<file path="src/rtl/demux14_sched_if.sv">
// Handshake bundle between one producer, the dispatcher and four consumers.
`timescale 1ns/1ps
interface demux14_sched_if #(
    parameter int WIDTH = 8
);
    logic             in_valid;
    logic [WIDTH-1:0] in_data;
    logic             in_ready;
    logic [3:0]       en_mask;
    logic [3:0]       out_valid;
    logic [WIDTH-1:0] out_data;
    logic [3:0]       out_ready;
    logic [1:0]       sel;
    logic [15:0]      count;

    modport slave (
        input  in_valid, in_data, en_mask, out_ready,
        output in_ready, out_valid, out_data, sel, count
    );

    modport master (
        output in_valid, in_data, en_mask, out_ready,
        input  in_ready, out_valid, out_data, sel, count
    );
endinterface

</file>
<file path="src/rtl/demux14_sched.sv">
// Round-robin dispatcher: one registered beat offered to exactly one of
// four consumers, chosen in rotating order over the enabled channels.
`timescale 1ns/1ps
module demux14_sched #(
    parameter int WIDTH = 8
) (
    input  logic                  clk,
    input  logic                  rst,
    demux14_sched_if.slave        bus
);
    typedef enum logic {
        EMPTY = 1'b0,
        FULL  = 1'b1
    } state_e;

    state_e           state_q, state_d;
    logic [WIDTH-1:0] data_q, data_d;
    logic [1:0]       sel_q, sel_d;
    logic [1:0]       ptr_q, ptr_d;
    logic [15:0]      count_q, count_d;

    logic       deliver;
    logic       in_ready;
    logic       accept;
    logic [1:0] pick;
    logic [1:0] idx;

    assign deliver  = (state_q == FULL) && bus.out_ready[sel_q];
    assign in_ready = !rst && (bus.en_mask != 4'b0000)
                      && ((state_q == EMPTY) || bus.out_ready[sel_q]);
    assign accept   = bus.in_valid && in_ready;

    // Descending scan so the enabled channel nearest to ptr wins.
    always_comb begin
        pick = ptr_q;
        idx  = ptr_q;
        for (int i = 3; i >= 0; i--) begin
            idx = ptr_q + 2'(i);
            if (bus.en_mask[idx]) pick = idx;
        end
    end

    always_comb begin
        state_d = state_q;
        data_d  = data_q;
        sel_d   = sel_q;
        ptr_d   = ptr_q;
        count_d = count_q;
        if (deliver) count_d = count_q + 16'd1;
        unique case (state_q)
            EMPTY: if (accept) state_d = FULL;
            FULL:  if (deliver && !accept) state_d = EMPTY;
            default: state_d = EMPTY;
        endcase
        if (accept) begin
            data_d = bus.in_data;
            sel_d  = pick;
            ptr_d  = pick + 2'd1;
        end
    end

    always_ff @(posedge clk) begin
        if (rst) begin
            state_q <= EMPTY;
            data_q  <= '0;
            sel_q   <= 2'd0;
            ptr_q   <= 2'd0;
            count_q <= 16'd0;
        end else begin
            state_q <= state_d;
            data_q  <= data_d;
            sel_q   <= sel_d;
            ptr_q   <= ptr_d;
            count_q <= count_d;
        end
    end

    assign bus.in_ready  = in_ready;
    assign bus.out_valid = (state_q == FULL) ? (4'b0001 << sel_q) : 4'b0000;
    assign bus.out_data  = data_q;
    assign bus.sel       = sel_q;
    assign bus.count     = count_q;
endmodule

</file>
<file path="src/flat_wrapper.sv">
// flat-port wrapper written by rule: the top's interface ports become plain ports
module demux14_sched_flat 
#(
    parameter int WIDTH = 8
)
  (clk, rst, bus_in_valid, bus_in_data, bus_en_mask, bus_out_ready, bus_in_ready, bus_out_valid, bus_out_data, bus_sel, bus_count);
  demux14_sched_if #(.WIDTH(WIDTH)) bus_i ();
  input  logic clk;
  input  logic rst;
  input wire logic [$bits(bus_i.in_valid)-1:0] bus_in_valid;
  input wire logic [$bits(bus_i.in_data)-1:0] bus_in_data;
  input wire logic [$bits(bus_i.en_mask)-1:0] bus_en_mask;
  input wire logic [$bits(bus_i.out_ready)-1:0] bus_out_ready;
  output wire logic [$bits(bus_i.in_ready)-1:0] bus_in_ready;
  output wire logic [$bits(bus_i.out_valid)-1:0] bus_out_valid;
  output wire logic [$bits(bus_i.out_data)-1:0] bus_out_data;
  output wire logic [$bits(bus_i.sel)-1:0] bus_sel;
  output wire logic [$bits(bus_i.count)-1:0] bus_count;
  assign bus_i.in_valid = bus_in_valid;
  assign bus_i.in_data = bus_in_data;
  assign bus_i.en_mask = bus_en_mask;
  assign bus_i.out_ready = bus_out_ready;
  assign bus_in_ready = bus_i.in_ready;
  assign bus_out_valid = bus_i.out_valid;
  assign bus_out_data = bus_i.out_data;
  assign bus_sel = bus_i.sel;
  assign bus_count = bus_i.count;
  demux14_sched #(.WIDTH(WIDTH)) u_core (.clk(clk), .rst(rst), .bus(bus_i));
endmodule
</file>
<file path="config.mk">
export PLATFORM = sky130hd
export DESIGN_NAME = demux14_sched_flat
export DESIGN_NICKNAME = d
export VERILOG_FILES = /design/src/rtl/demux14_sched_if.sv /design/src/rtl/demux14_sched.sv /design/src/flat_wrapper.sv
export SDC_FILE = /design/constraint.sdc
export NUM_CORES = 1
export LEC_CHECK = 0
export ABC_AREA = 1
export BUFFER_PORTS_ARGS = -buffer_cell sky130_fd_sc_hd__buf_4
export CAP_MARGIN = 20
export CORE_MARGIN = 10
export CORE_UTILIZATION = 40
export CTS_CLUSTER_SIZE = 14
export DETAILED_ROUTE_END_ITERATION = 12
export GPL_ROUTABILITY_DRIVEN = 0
export HOLD_SLACK_MARGIN = 0.12
export PLACE_DENSITY = 0.67
export SLEW_MARGIN = 20
export SYNTH_ARGS = -nofsm -noshare
export SYNTH_HDL_FRONTEND = slang
export SYNTH_SLANG_ARGS = --single-unit
export TNS_END_PERCENT = 30
</file>
<file path="constraint.sdc">
create_clock -name clk -period 1.85 [get_ports clk]
set_input_delay 0.555 -clock clk [delete_from_list [all_inputs] [get_ports clk]]
set_output_delay 0.555 -clock clk [all_outputs]
set_load 0.005 [all_outputs]
</file>
Word level (Yosys, flattened, before mapping)
Cells that the tools add are included.
{"block": "word_totals", "regBits": 29, "latch_bits": 0, "ramBits": 0, "romBits": 0, "inputBits": 19, "out_inout_bits": 31, "mem_count": 0}
{"block": "classes", "addsub": 5, "multipliers": 0, "n_div": 0, "order_cmp": 5, "n_eq_ne": 0, "n_shift": 1, "n_mux": 18, "bitwise": 1, "reduce_logical": 9}
{"op": "$add 16x1->16 const B", "n": 1}
{"op": "$lt 2x3->1 const B", "n": 5}
{"op": "$bmux 1 s2", "n": 5}
{"op": "$mux 2", "n": 4}
{"op": "$mux 1", "n": 7}
{"op": "$logic_and 1x1->1", "n": 5}
{"op": "$add 2x1->2 const B", "n": 2}
{"op": "$add 2x2->2 const B", "n": 2}
{"op": "$mux 4", "n": 1}
{"op": "$reduce_bool 4->1", "n": 1}
{"op": "$shl 1x2->4 const A", "n": 1}
{"op": "$logic_not 1->1", "n": 2}
{"op": "$pmux 1 s2", "n": 1}
{"op": "$logic_or 1x1->1", "n": 1}
{"op": "$not 1->1", "n": 1}

Longest topological paths before layout
Gate-level depths: netlist (run 1).
{"block": "logic_depth", "depth_word": 9, "depth_mapped": 14, "mapped_depth_nobuf": 13}

Least setup slack after synthesis (run 1)
OpenSTA, ideal clock, no wires.
{"block": "synth_path", "kind": "input port to output port", "from": "input bus_out_ready[3]", "to": "output bus_in_ready", "arrival_time_ns": 0.951, "required_ns": 1.295, "setup_slack_ns": 0.344, "stages": 6, "path_buffers": 0, "path_cell_list": "nand2_1 -> nand2_1 -> nand2_2 -> nand3_2 -> nand2_1 -> inv_2"}
{"block": "synth_via", "elab_chain_cells": 4}
{"element": "start: declaration", "line": "flat_wrapper.sv:13", "text": "input wire logic [$bits(bus_i.out_ready)-1:0] bus_out_ready;"}
{"element": "$bmux 1 s2", "line": "demux14_sched.sv:30", "text": "&& ((state_q == EMPTY) || bus.out_ready[sel_q]);"}
{"element": "$mux 1 (not written as such)", "line": "demux14_sched.sv:30"}
{"element": "$logic_or 1x1->1", "line": "demux14_sched.sv:30"}
{"element": "$logic_and 1x1->1", "line": "demux14_sched.sv:30"}
{"element": "end: declaration", "line": "flat_wrapper.sv:14", "text": "output wire logic [$bits(bus_i.in_ready)-1:0] bus_in_ready;"}
No other way between the ends. The select of a mux whose other input is x is not followed.

Final worst setup path (run 1)
{"block": "layout_path", "from": "register u_core.sel_q[0] (netlist: u_core.bus.sel[0])", "to": "output bus_in_ready"}
{"block": "layout_via", "elab_chain_cells": 4}
{"element": "start: declaration", "line": "demux14_sched.sv:18", "text": "logic [1:0] sel_q, sel_d;"}
{"element": "start signal: assignment", "line": "demux14_sched.sv:72", "text": "sel_q <= sel_d;"}
{"element": "$bmux 1 s2", "line": "demux14_sched.sv:30"}
{"element": "$mux 1 (not written as such)", "line": "demux14_sched.sv:30"}
{"element": "$logic_or 1x1->1", "line": "demux14_sched.sv:30"}
{"element": "$logic_and 1x1->1", "line": "demux14_sched.sv:30"}
No other way between the ends. The select of a mux whose other input is x is not followed.

==> results_dict.tcl, run 1 <==
set metrics [dict create \
    drt_iter0_drc 92 \
    ys_ff_latch 29 \
    cts_max_level 2 \
    grt.overflow.total 0 \
    cts_hold_buffers 0 \
    clkPwrFrac_pct 35.8 \
    rows 23 \
    cp_slowest_stage_delay_ps 380 \
    fp.dieW_microns 83.7 \
    grt_use_total_pct 11.6 \
    hold_path.class "reg2reg" \
    hold_viol_final 0 \
    r2r-start "u_core.bus.count[0]" \
    grt_pass1_wl_microns 7150 \
    areaGrowthSynthToFinish_pct 33.4 \
    totalPowerFinal_w 0.00144 \
    final_antenna_net_count 0 \
    fp.coreArea_sq_um 3970 \
    start_util_pct 40.9 \
    antenna_cells 0 \
    relSlewSlack_pct 79.7 \
    yosys.area.top_type_share_pct 35.7 \
    path_class "reg2out" \
    syn_area_sq_um 1620 \
    endpoint_kind "output pin" \
    fmax_mhz 562 \
    synth_area_per_cell_sq_um 6.50 \
    clk_pin_slew_worst_paths_ps 70 \
    route.detailed.drc 0 \
    yosys.area.top_type "dfxtp_1" \
    fillerInstances 409 \
    grt_max_degree 21 \
    antenna_found_initial 0 \
    drt-vias-per-instance 4.77 \
    syn-num-nets 270 \
    clk_latency_ps 280 \
    startpoint_type "flip-flop" \
    ioPinCount 50 \
    worstHoldEndpoint "u_core.bus.out_data[6]" \
    die_area_sq_um 7010 \
    place_inst 348 \
    p_int_w 0.00102 \
    max-cap-violations 0 \
    netlist_top_cells_area "dfxtp_1 36%, nand2_1 21%, a21oi_1 7.4%, inv_1 5.8%, nand3_1 3.7%" \
    cts_tree "built" \
    numCtsBuffers 5 \
    layout.cells.non_filler 359 \
    hold_depth 2 \
    wl_per_cell_microns 11.9 \
    reg2reg_depth 7 \
    place_area_sq_um 2040 \
    path_cells "inv_4 -> nand2_2 -> nand2_2 -> nand2_2 -> nand3_2 -> nand2_1 -> inv_2 -> buf_4" \
    post-route-min-period_ps 1780 \
    crit_start "u_core.bus.sel[0]" \
    combPwrFrac_pct 18.0 \
    ir_drop_uv 464 \
    ys_seq_area_share_pct 35.7 \
    p_switching_w 0.000421 \
    path_common_cell "nand2_2" \
    setup_ws_ps 71.7 \
    firstDrtPassIters 5 \
    drt_wl_total_microns 4270 \
    rr_endpoint "u_core.bus.count[15]" \
    hpwl_microns 3190 \
    sequentialPowerShare_pct 46.2 \
    final_nets 328 \
    postLayoutCellArea_sq_um 2170 \
    hp-start "u_core.bus.out_data[6]" \
    setup_violations 0 \
    fin_crit_sh_pct 96.1 \
    critPathMaxFanout 4 \
    cts_sinks 29 \
    via_count 1712 \
    cp.arrival_ps 1220 \
    powerDensity_nw_per_um2 664 \
    ff2ff_setup_slack_ps 300 \
    p_sw_share_pct 29.3 \
    yosys_warnings 0 \
    drive_above_1_share_pct 27.5 \
    status "complete, no violations" \
    grt_pass1_vias 1555 \
    portBuffers 49 \
    post-place-ws_ps 57.8 \
    worst_slew_pin_slew_ps 302 \
    fp.dieH_microns 83.7 \
    cp_slowest_cell "dfxtp_4" \
    clockRootBuffer "clkbuf_8" \
    slew_viol_final 0 \
    cts_buffer_depth 2 \
    syn_inst 250 \
    fin_skew_ps 1.80 \
    synth_cell_types 25 \
    p_leak_nw 0.992 \
    crit_required_ps 1290 \
    tns_ps 0 \
]
[area by class of cell]
class	instances	area [sq um]	area share [%]
tap	50	62.6	2.89
sequential	29	586	27.0
clock inverter	3	17.5	0.809
timing repair buffer	57	428	19.8
inverter	30	115	5.31
clock buffer	5	68.8	3.18
multi-input combinational	185	888	41.0
[per-layer routing]
metal  vias up  part of all wire [%]  GRT usage, %  routed length (microns)
li1        910                     -             -                        -
met1       758                    50          15.1                     2130
met2        42                    42          16.8                     1780
met3         2                   7.6          4.79                      326
met4         0                  0.84          3.96                       36
met5         -                     0             0                        0
[what timing repair did]
item,4_1_cts,5_1_grt
hold endpoints to repair,0,0
gates resized for setup,2,6
buffers inserted,1,2
pin swaps,0,4
setup endpoints to repair,1,1
[cell usage after synthesis]
library cell,number
nand2_1,91
dfxtp_1,29
inv_1,25
a21oi_1,24
nor2_1,14
nand3_1,12
nor3_1,12
o21ai_0,7
xor2_1,6
inv_2,5
buf_6,4
nand4_1,3
clkbuf_1,2
nand2_2,2
nand3_2,2
nor2_2,2
o21ai_1,2
a211oi_1,1
a21oi_4,1
ha_1,1
nand2_4,1
nand4_2,1
nor3b_1,1
nor4_1,1
xnor2_1,1
[logic make-up (layout without fill, tap and decap cells)]
| family | Yosys count | after routing | synth area share (%) |
|---|---|---|---|
| simple gates | 142 | 142 | 37.9 |
| buf+inv | 36 | 95 | 10.2 |
| compound gates | 35 | 35 | 11.6 |
| flops | 29 | 29 | 35.7 |
| xor+xnor | 7 | 7 | 3.78 |
| fa+ha+maj | 1 | 1 | 0.770 |
[placed cells by master (no fill, tap or decap), types with 7 or more instances in the layout]
| cell | count |
|---|---|
| nor2_1 | 14 |
| nor3_1 | 12 |
| inv_1 | 25 |
| buf_4 | 57 |
| dfxtp_1 | 27 |
| o21ai_0 | 7 |
| a21oi_1 | 24 |
| nand3_1 | 12 |
| nand2_1 | 87 |
[power by group through the flow]
stage               logic, W  clock network [W]  registers (W)
CTS                 0.000252           0.000530       0.000663
finish              0.000259           0.000515       0.000664
global placement    0.000247                  0       0.000678
detailed placement  0.000248                  0       0.000679
floorplan           0.000163                  0       0.000674
global route        0.000298           0.000564       0.000667
[worst max-delay path: cells and delay by family (launching register included)]
family | cells | cell delay, ps
and+or+nand+nor | 5 | 370
DFF | 1 | 380
buffers and inverters | 3 | 210
[through the flow]
stage / util, % / hold slack [ps]
floorplan: - / 460
global placement: 51.4 / 451
detailed placement: 51.4 / 458
CTS: 53.8 / 469
global route: 54.5 / 484
finish: 54.5 / 467
[worst max-delay path by stage]
stage | end | slack, ps
2_1_floorplan | bus_in_ready | 340
3_3_place_gp | bus_in_ready | 90
3_5_place_dp | bus_in_ready | 60
4_1_cts | bus_in_ready | 10
5_1_grt | bus_in_ready | -5
6_report | bus_in_ready | 70
[registers in the layout, summed over array words and instances, names as in the netlist]
register / cells
u_core.state_q: 1
u_core.bus.count: 16
u_core.ptr_q: 2
u_core.bus.out_data: 8
u_core.bus.sel: 2
No activity file was read; power rests on OpenSTA's default activity.
==> run 2, diff against run 1 <==
--- a/config.mk
+++ b/config.mk
@@ -14,7 +14,8 @@
 export DETAILED_ROUTE_END_ITERATION = 12
 export GPL_ROUTABILITY_DRIVEN = 0
 export HOLD_SLACK_MARGIN = 0.12
-export PLACE_DENSITY = 0.67
+export PLACE_DENSITY = 0.69
+export SETUP_SLACK_MARGIN = 0.3
 export SLEW_MARGIN = 20
 export SYNTH_ARGS = -nofsm -noshare
 export SYNTH_HDL_FRONTEND = slang
==> constraint.sdc (replaced) <==
create_clock -name clk -period 1.43 [get_ports clk]
set_input_delay 0.429 -clock clk [delete_from_list [all_inputs] [get_ports clk]]
set_output_delay 0.429 -clock clk [all_outputs]
set_load 0.01 [all_outputs]
==> results_dict.tcl, run 2 (synthesis results as in run 1) <==
set metrics [dict create \
    final_cell_mix "79 x nand2_1, 54 x buf_4, 23 x inv_1, 23 x buf_6, 16 x a21oi_1" \
    grt_pass1_vias 1861 \
    postLayoutCellArea_sq_um 2660 \
    powerDensity_nw_per_um2 845 \
    fp.coreArea_sq_um 3970 \
    r2r-start "u_core.bus.sel[0]" \
    grt.overflow.total 0 \
    hpwl_microns 3490 \
    ff2ff_setup_slack_ps -100 \
    numCtsBuffers 5 \
    hold_path.class "in2reg" \
    worstHoldEndpoint "u_core.bus.out_data[3]" \
    areaGrowthSynthToFinish_pct 63.9 \
    final_nets 352 \
    crit_required_ps 1000 \
    ioPinCount 50 \
    cts_sinks 29 \
    fp.dieW_microns 83.7 \
    grt_pass1_wl_microns 8510 \
    setup_ws_ps -195 \
    post-place-ws_ps -125 \
    fillerInstances 356 \
    crit_start "u_core.bus.sel[0]" \
    worst_slew_pin_slew_ps 364 \
    reg2reg_depth 12 \
    drt-vias-per-instance 4.98 \
    endpoint_kind "output pin" \
    status "finished with violations" \
    place_area_sq_um 2200 \
    critPathMaxFanout 4 \
    final_antenna_net_count 0 \
    cp.arrival_ps 1200 \
    clk_pin_slew_worst_paths_ps 70 \
    cts_tree "built" \
    hold_viol_final 0 \
    route.detailed.drc 0 \
    drt_wl_total_microns 5100 \
    antenna_found_initial 0 \
    startpoint_type "flip-flop" \
    largest_reg_flops 16 \
    cts_buffer_depth 2 \
    fin_skew_ps 4.15 \
    path_class "reg2out" \
    cts_max_level 2 \
    max-cap-violations 0 \
    hold_depth 3 \
    start_util_pct 40.9 \
    tns_ps -1530 \
    hp-start "bus_in_data[3]" \
    setup_violations 19 \
    cts_hold_buffers 0 \
    die_area_sq_um 7010 \
    grt_max_degree 20 \
    fmax_mhz 615 \
    ir_drop_uv 725 \
    p_leak_nw 1.17 \
    drt_iter0_drc 97 \
    firstDrtPassIters 4 \
    rr_endpoint "u_core.bus.count[10]" \
    clockRootBuffer "clkbuf_8" \
    rsz0062_at_grt "true" \
    slew_viol_final 0 \
    wl_per_cell_microns 13.3 \
    fp.dieH_microns 83.7 \
    drive_above_1_share_pct 45.9 \
    relSlewSlack_pct 75.7 \
    fin_crit_sh_pct 114 \
    via_count 1906 \
    violations "negative setup slack" \
    portBuffers 49 \
    grt_use_total_pct 14.2 \
    final_common_cell "nand2_1" \
    fin_util_pct 67.0 \
    antenna_cells 0 \
    post-route-min-period_ps 1620 \
    clk_latency_ps 280 \
    rows 23 \
]
[run 2: area by class of cell]
cell class / instances / area (sq um) / area share, %
Clock buffer: 6 / 82.6 / 3.10
Multi-Input combinational cell: 186 / 1020 / 38.3
Timing Repair Buffer: 79 / 704 / 26.5
Tap cell: 50 / 62.6 / 2.35
Sequential cell: 29 / 623 / 23.4
Timing Repair inverter: 1 / 7.51 / 0.282
Inverter: 30 / 125 / 4.70
Clock inverter: 2 / 37.5 / 1.41
[run 2: per-stage QoR]
step                std cells  total power (W)  hold WS (ps)
finish                    383          0.00225           390
global route              383          0.00235           393
CTS                       381          0.00224           381
detailed placement        365          0.00127           454
global placement          365          0.00126           445
floorplan                 250          0.00110           478
[run 2: how the worst max path moves through the flow]
| stage | to | slack [ps] |
|---|---|---|
| 5_1_grt | bus_in_ready | -260 |
| 4_1_cts | bus_in_ready | -200 |
| 6_report | bus_in_ready | -190 |
| 3_5_place_dp | u_core.bus.count[10] | -130 |
| 2_1_floorplan | u_core.ptr_q[0] | 110 |
| 3_3_place_gp | bus_in_ready | -110 |
[run 2: worst max-delay path: stages, from the launching register on]
cell and delay (ps):
dfxtp_4 370, inv_2 50, nand2_1 50, nand2_1 60, nand2_2 70, nand3_2 90, nand2_2 70, inv_2 40
buf_6 110
[run 2: where the power goes]
group | leakage [nW] | switching [W] | internal (W) | total, W
Sequential | 0.246 | 0.0000286 | 0.000829 | 0.000857
Clock | 0.0574 | 0.000333 | 0.000566 | 0.000899
Combinational | 0.866 | 0.000257 | 0.000236 | 0.000492
Total | 1.17 | 0.000618 | 0.00163 | 0.00225
[run 2: routing by layer]
metal / vias to the layer above / global-route usage [%] / wire length [microns]
met2: 54 / 23.3 / 2460
met1: 885 / 16.8 / 2240
met5: - / 0 / 0
li1: 962 / - / -
met3: 5 / 5.08 / 342
met4: 0 / 4.57 / 61
[run 2: timing repair]
item | in CTS | in global routing
endpoints found under the setup margin | 60 | 60
gates resized for setup | 60 | 24
pin swaps | 13 | 13
gates cloned | 2 | 0
buffers inserted | 6 | 2
==> run 3, diff against run 2 <==
--- a/config.mk
+++ b/config.mk
@@ -5,7 +5,6 @@
 export SDC_FILE = /design/constraint.sdc
 export NUM_CORES = 1
 export LEC_CHECK = 0
-export ABC_AREA = 1
 export BUFFER_PORTS_ARGS = -buffer_cell sky130_fd_sc_hd__buf_4
 export CAP_MARGIN = 20
 export CORE_MARGIN = 10
@@ -14,10 +13,10 @@
 export DETAILED_ROUTE_END_ITERATION = 12
 export GPL_ROUTABILITY_DRIVEN = 0
 export HOLD_SLACK_MARGIN = 0.12
-export PLACE_DENSITY = 0.69
+export PLACE_DENSITY = 0.72
 export SETUP_SLACK_MARGIN = 0.3
 export SLEW_MARGIN = 20
 export SYNTH_ARGS = -nofsm -noshare
 export SYNTH_HDL_FRONTEND = slang
 export SYNTH_SLANG_ARGS = --single-unit
-export TNS_END_PERCENT = 30
+export TNS_END_PERCENT = 100
==> results_dict.tcl, run 3 <==
set metrics [dict create \
    synth-async-reset-ratio_pct 0 \
    rows 20 \
    hold_path.class "in2reg" \
    cpLargestDelayFamily "multiplexers" \
    path_buf_inv 1 \
    slew_viol_final 0 \
    fp.dieW_microns 77.6 \
    max-cap-violations 0 \
    synthFlopType "dfxtp_1" \
    drive_above_1_share_pct 65.9 \
    final_antenna_net_count 0 \
    crit_path_end "bus_in_ready" \
    rsz0062_at_grt "true" \
    grt_max_degree 30 \
    ir_drop_uv 629 \
    fmax_mhz 478 \
    antenna_found_initial 0 \
    ys_ff_latch 29 \
    cts_buffer_depth 2 \
    syn-num-nets 164 \
    grt_pass1_wl_microns 7150 \
    firstDrtPassIters 4 \
    numCtsBuffers 5 \
    cts_sinks 29 \
    die_area_sq_um 6010 \
    start_util_pct 42.7 \
    fp.coreArea_sq_um 3100 \
    powerDensity_nw_per_um2 748 \
    relSlewSlack_pct 78.5 \
    route.detailed.drc 0 \
    final_cell_mix "55 x buf_4, 46 x buf_6, 27 x nor2_1" \
    startpoint_type "flip-flop" \
    cp.arrival_ps 1660 \
    syn_area_sq_um 1330 \
    synth_edf_count 0 \
    cp_slowest_cell "mux4_2" \
    ys_top_cells_by_count "29 x dfxtp_1, 28 x nor2_1, 14 x xor2_1" \
    grt_pass1_vias 1471 \
    fin_skew_ps 10.1 \
    post-place-ws_ps -504 \
    yosys.cell_count.top_type "dfxtp_1" \
    yosys_warnings 0 \
    crit_start "u_core.bus.sel[0]" \
    post-route-min-period_ps 2090 \
    reg2reg_depth 9 \
    crit_cells 4 \
    syn_inst 144 \
    largest_reg_flops 16 \
    clk_latency_ps 330 \
    portBuffers 49 \
    netlist_top_cells_area "dfxtp_1 44%, xor2_1 9.3%, nor2_1 7.9%, mux2i_1 7.6%, nand3_1 2.6%" \
    synth_cell_types 31 \
    yosys.area.top_type_share_pct 43.8 \
    grt_use_total_pct 14.7 \
    cp_slowest_stage_delay_ps 540 \
    p_int_w 0.00139 \
    p_switching_w 0.000491 \
    combPwrFrac_pct 19.7 \
    fp.dieH_microns 77.6 \
    via_count 1466 \
    ff2ff_setup_slack_ps -620 \
    ys_seq_area_share_pct 43.8 \
    place_area_sq_um 1860 \
    ioPinCount 50 \
    setup_ws_ps -661 \
    setup_violations 35 \
    final_nets 265 \
    areaGrowthSynthToFinish_pct 90.0 \
    antenna_cells 0 \
    wl_per_cell_microns 18.1 \
    worst_slew_pin_slew_ps 322 \
    p_sw_share_pct 26.1 \
    endpoint_kind "output pin" \
    drt-vias-per-instance 5.06 \
    sequentialPowerShare_pct 45.8 \
    path_cells "mux4_2 -> nand2b_4 -> and2_4 -> buf_6" \
    final_common_cell "buf_4" \
    cts_tree "built" \
    p_leak_nw 1.21 \
    yosys.area.top_type "dfxtp_1" \
    drt_wl_total_microns 5260 \
    critPathMaxFanout 2 \
    clockRootBuffer "clkbuf_4" \
    hpwl_microns 2810 \
    cts_max_level 2 \
    path_class "reg2out" \
    hold_viol_final 0 \
    synth_area_per_cell_sq_um 9.20 \
    crit_required_ps 1000 \
    violations "negative setup slack" \
    postLayoutCellArea_sq_um 2520 \
    fin_crit_sh_pct 146 \
    r2r-start "u_core.bus.sel[0]" \
    clk_pin_slew_worst_paths_ps 100 \
    rr_endpoint "u_core.bus.count[2]" \
    grt.overflow.total 0 \
    clkPwrFrac_pct 34.5 \
    status "finished with violations" \
    drt_iter0_drc 72 \
]
==> run 3: cell count changes after synthesis, moves of 8 or more <==
cell / change
nor3_1: -12
inv_1: -23
a21oi_1: -19
nand2_1: -82
nor2_1: +14
xor2_1: +8
mux2i_1: +10
==> run 3: layout make-up <==
class | count | area, sq um
Clock buffer | 8 | 80.1
Fill cell | 195 | 586
Inverter | 2 | 7.51
Multi-Input combinational cell | 106 | 825
Sequential cell | 29 | 619
Tap cell | 44 | 55.1
Timing Repair Buffer | 101 | 931
==> run 3: logic make-up after synthesis <==
group | after synthesis | synth area share [%]
XOR/XNOR | 16 | 10.6
flip-flops | 29 | 43.8
AO/OA/AOI/OAI | 11 | 5.19
multiplexers | 11 | 9.25
adder cells (fa/ha/maj) | 1 | 0.944
buffers and inverters | 10 | 4.34
AND/OR/NAND/NOR | 66 | 25.9
==> run 3: worst min-delay path by stage <==
| stage | to | startpoint | cells after the start |
|---|---|---|---|
| floorplan | u_core.bus.count[1] | u_core.bus.count[1] | 2 |
| global placement | u_core.bus.count[1] | u_core.bus.count[1] | 2 |
| detailed placement | u_core.bus.count[1] | u_core.bus.count[1] | 2 |
| CTS | u_core.bus.out_data[7] | bus_in_data[7] | 3 |
| global route | u_core.bus.out_data[7] | bus_in_data[7] | 3 |
| finish | u_core.bus.out_data[2] | bus_in_data[2] | 3 |
==> run 3: routing by layer <==
layer	vias up	part of all wire (%)	global-route usage, %
li1	697	-	-
met1	696	38	14.3
met2	56	51	25.4
met3	17	6.7	7.03
met4	0	4.8	7.85
met5	-	0	0
==> run 3: power by group through the flow <==
stage,sequential [W],combinational [W],clock (W)
6_report,0.000862,0.000371,0.000650
5_1_grt,0.000865,0.000395,0.000696
4_1_cts,0.000859,0.000330,0.000654
3_5_place_dp,0.000873,0.000257,0
3_3_place_gp,0.000870,0.000247,0
2_1_floorplan,0.000879,0.000127,0
==> run 3: metrics by stage <==
step | hold WS (ps) | util [%] | power (W) | std cells | TNS [ps]
global route | 321 | 81.1 | 0.00196 | 290 | -16700
finish | 324 | 81.1 | 0.00188 | 290 | -15170
detailed placement | 490 | 60.1 | 0.00113 | 247 | -11940
CTS | 325 | 76.5 | 0.00184 | 280 | -11640
global placement | 473 | 60.1 | 0.00112 | 247 | -11040
floorplan | 504 | - | 0.00101 | 144 | -5220
==> run 3: worst register-to-register path: stages, from the launching register on <==
cell     delay [ps]
dfxtp_4         360
mux4_2          540
buf_4           170
buf_6           100
buf_6           100
buf_6           110
buf_4           140
nand3_1         120
xor2_1          220
nor2_1           80
==> run 3: timing repair <==
| action | in CTS | in global routing |
|---|---|---|
| buffers inserted | 24 | 10 |
| resized for setup | 82 | 17 |
| hold buffers | 0 | 0 |
| pin swaps | 23 | 11 |
| setup endpoints to repair | 60 | 60 |
| cloned | 1 | 0 |
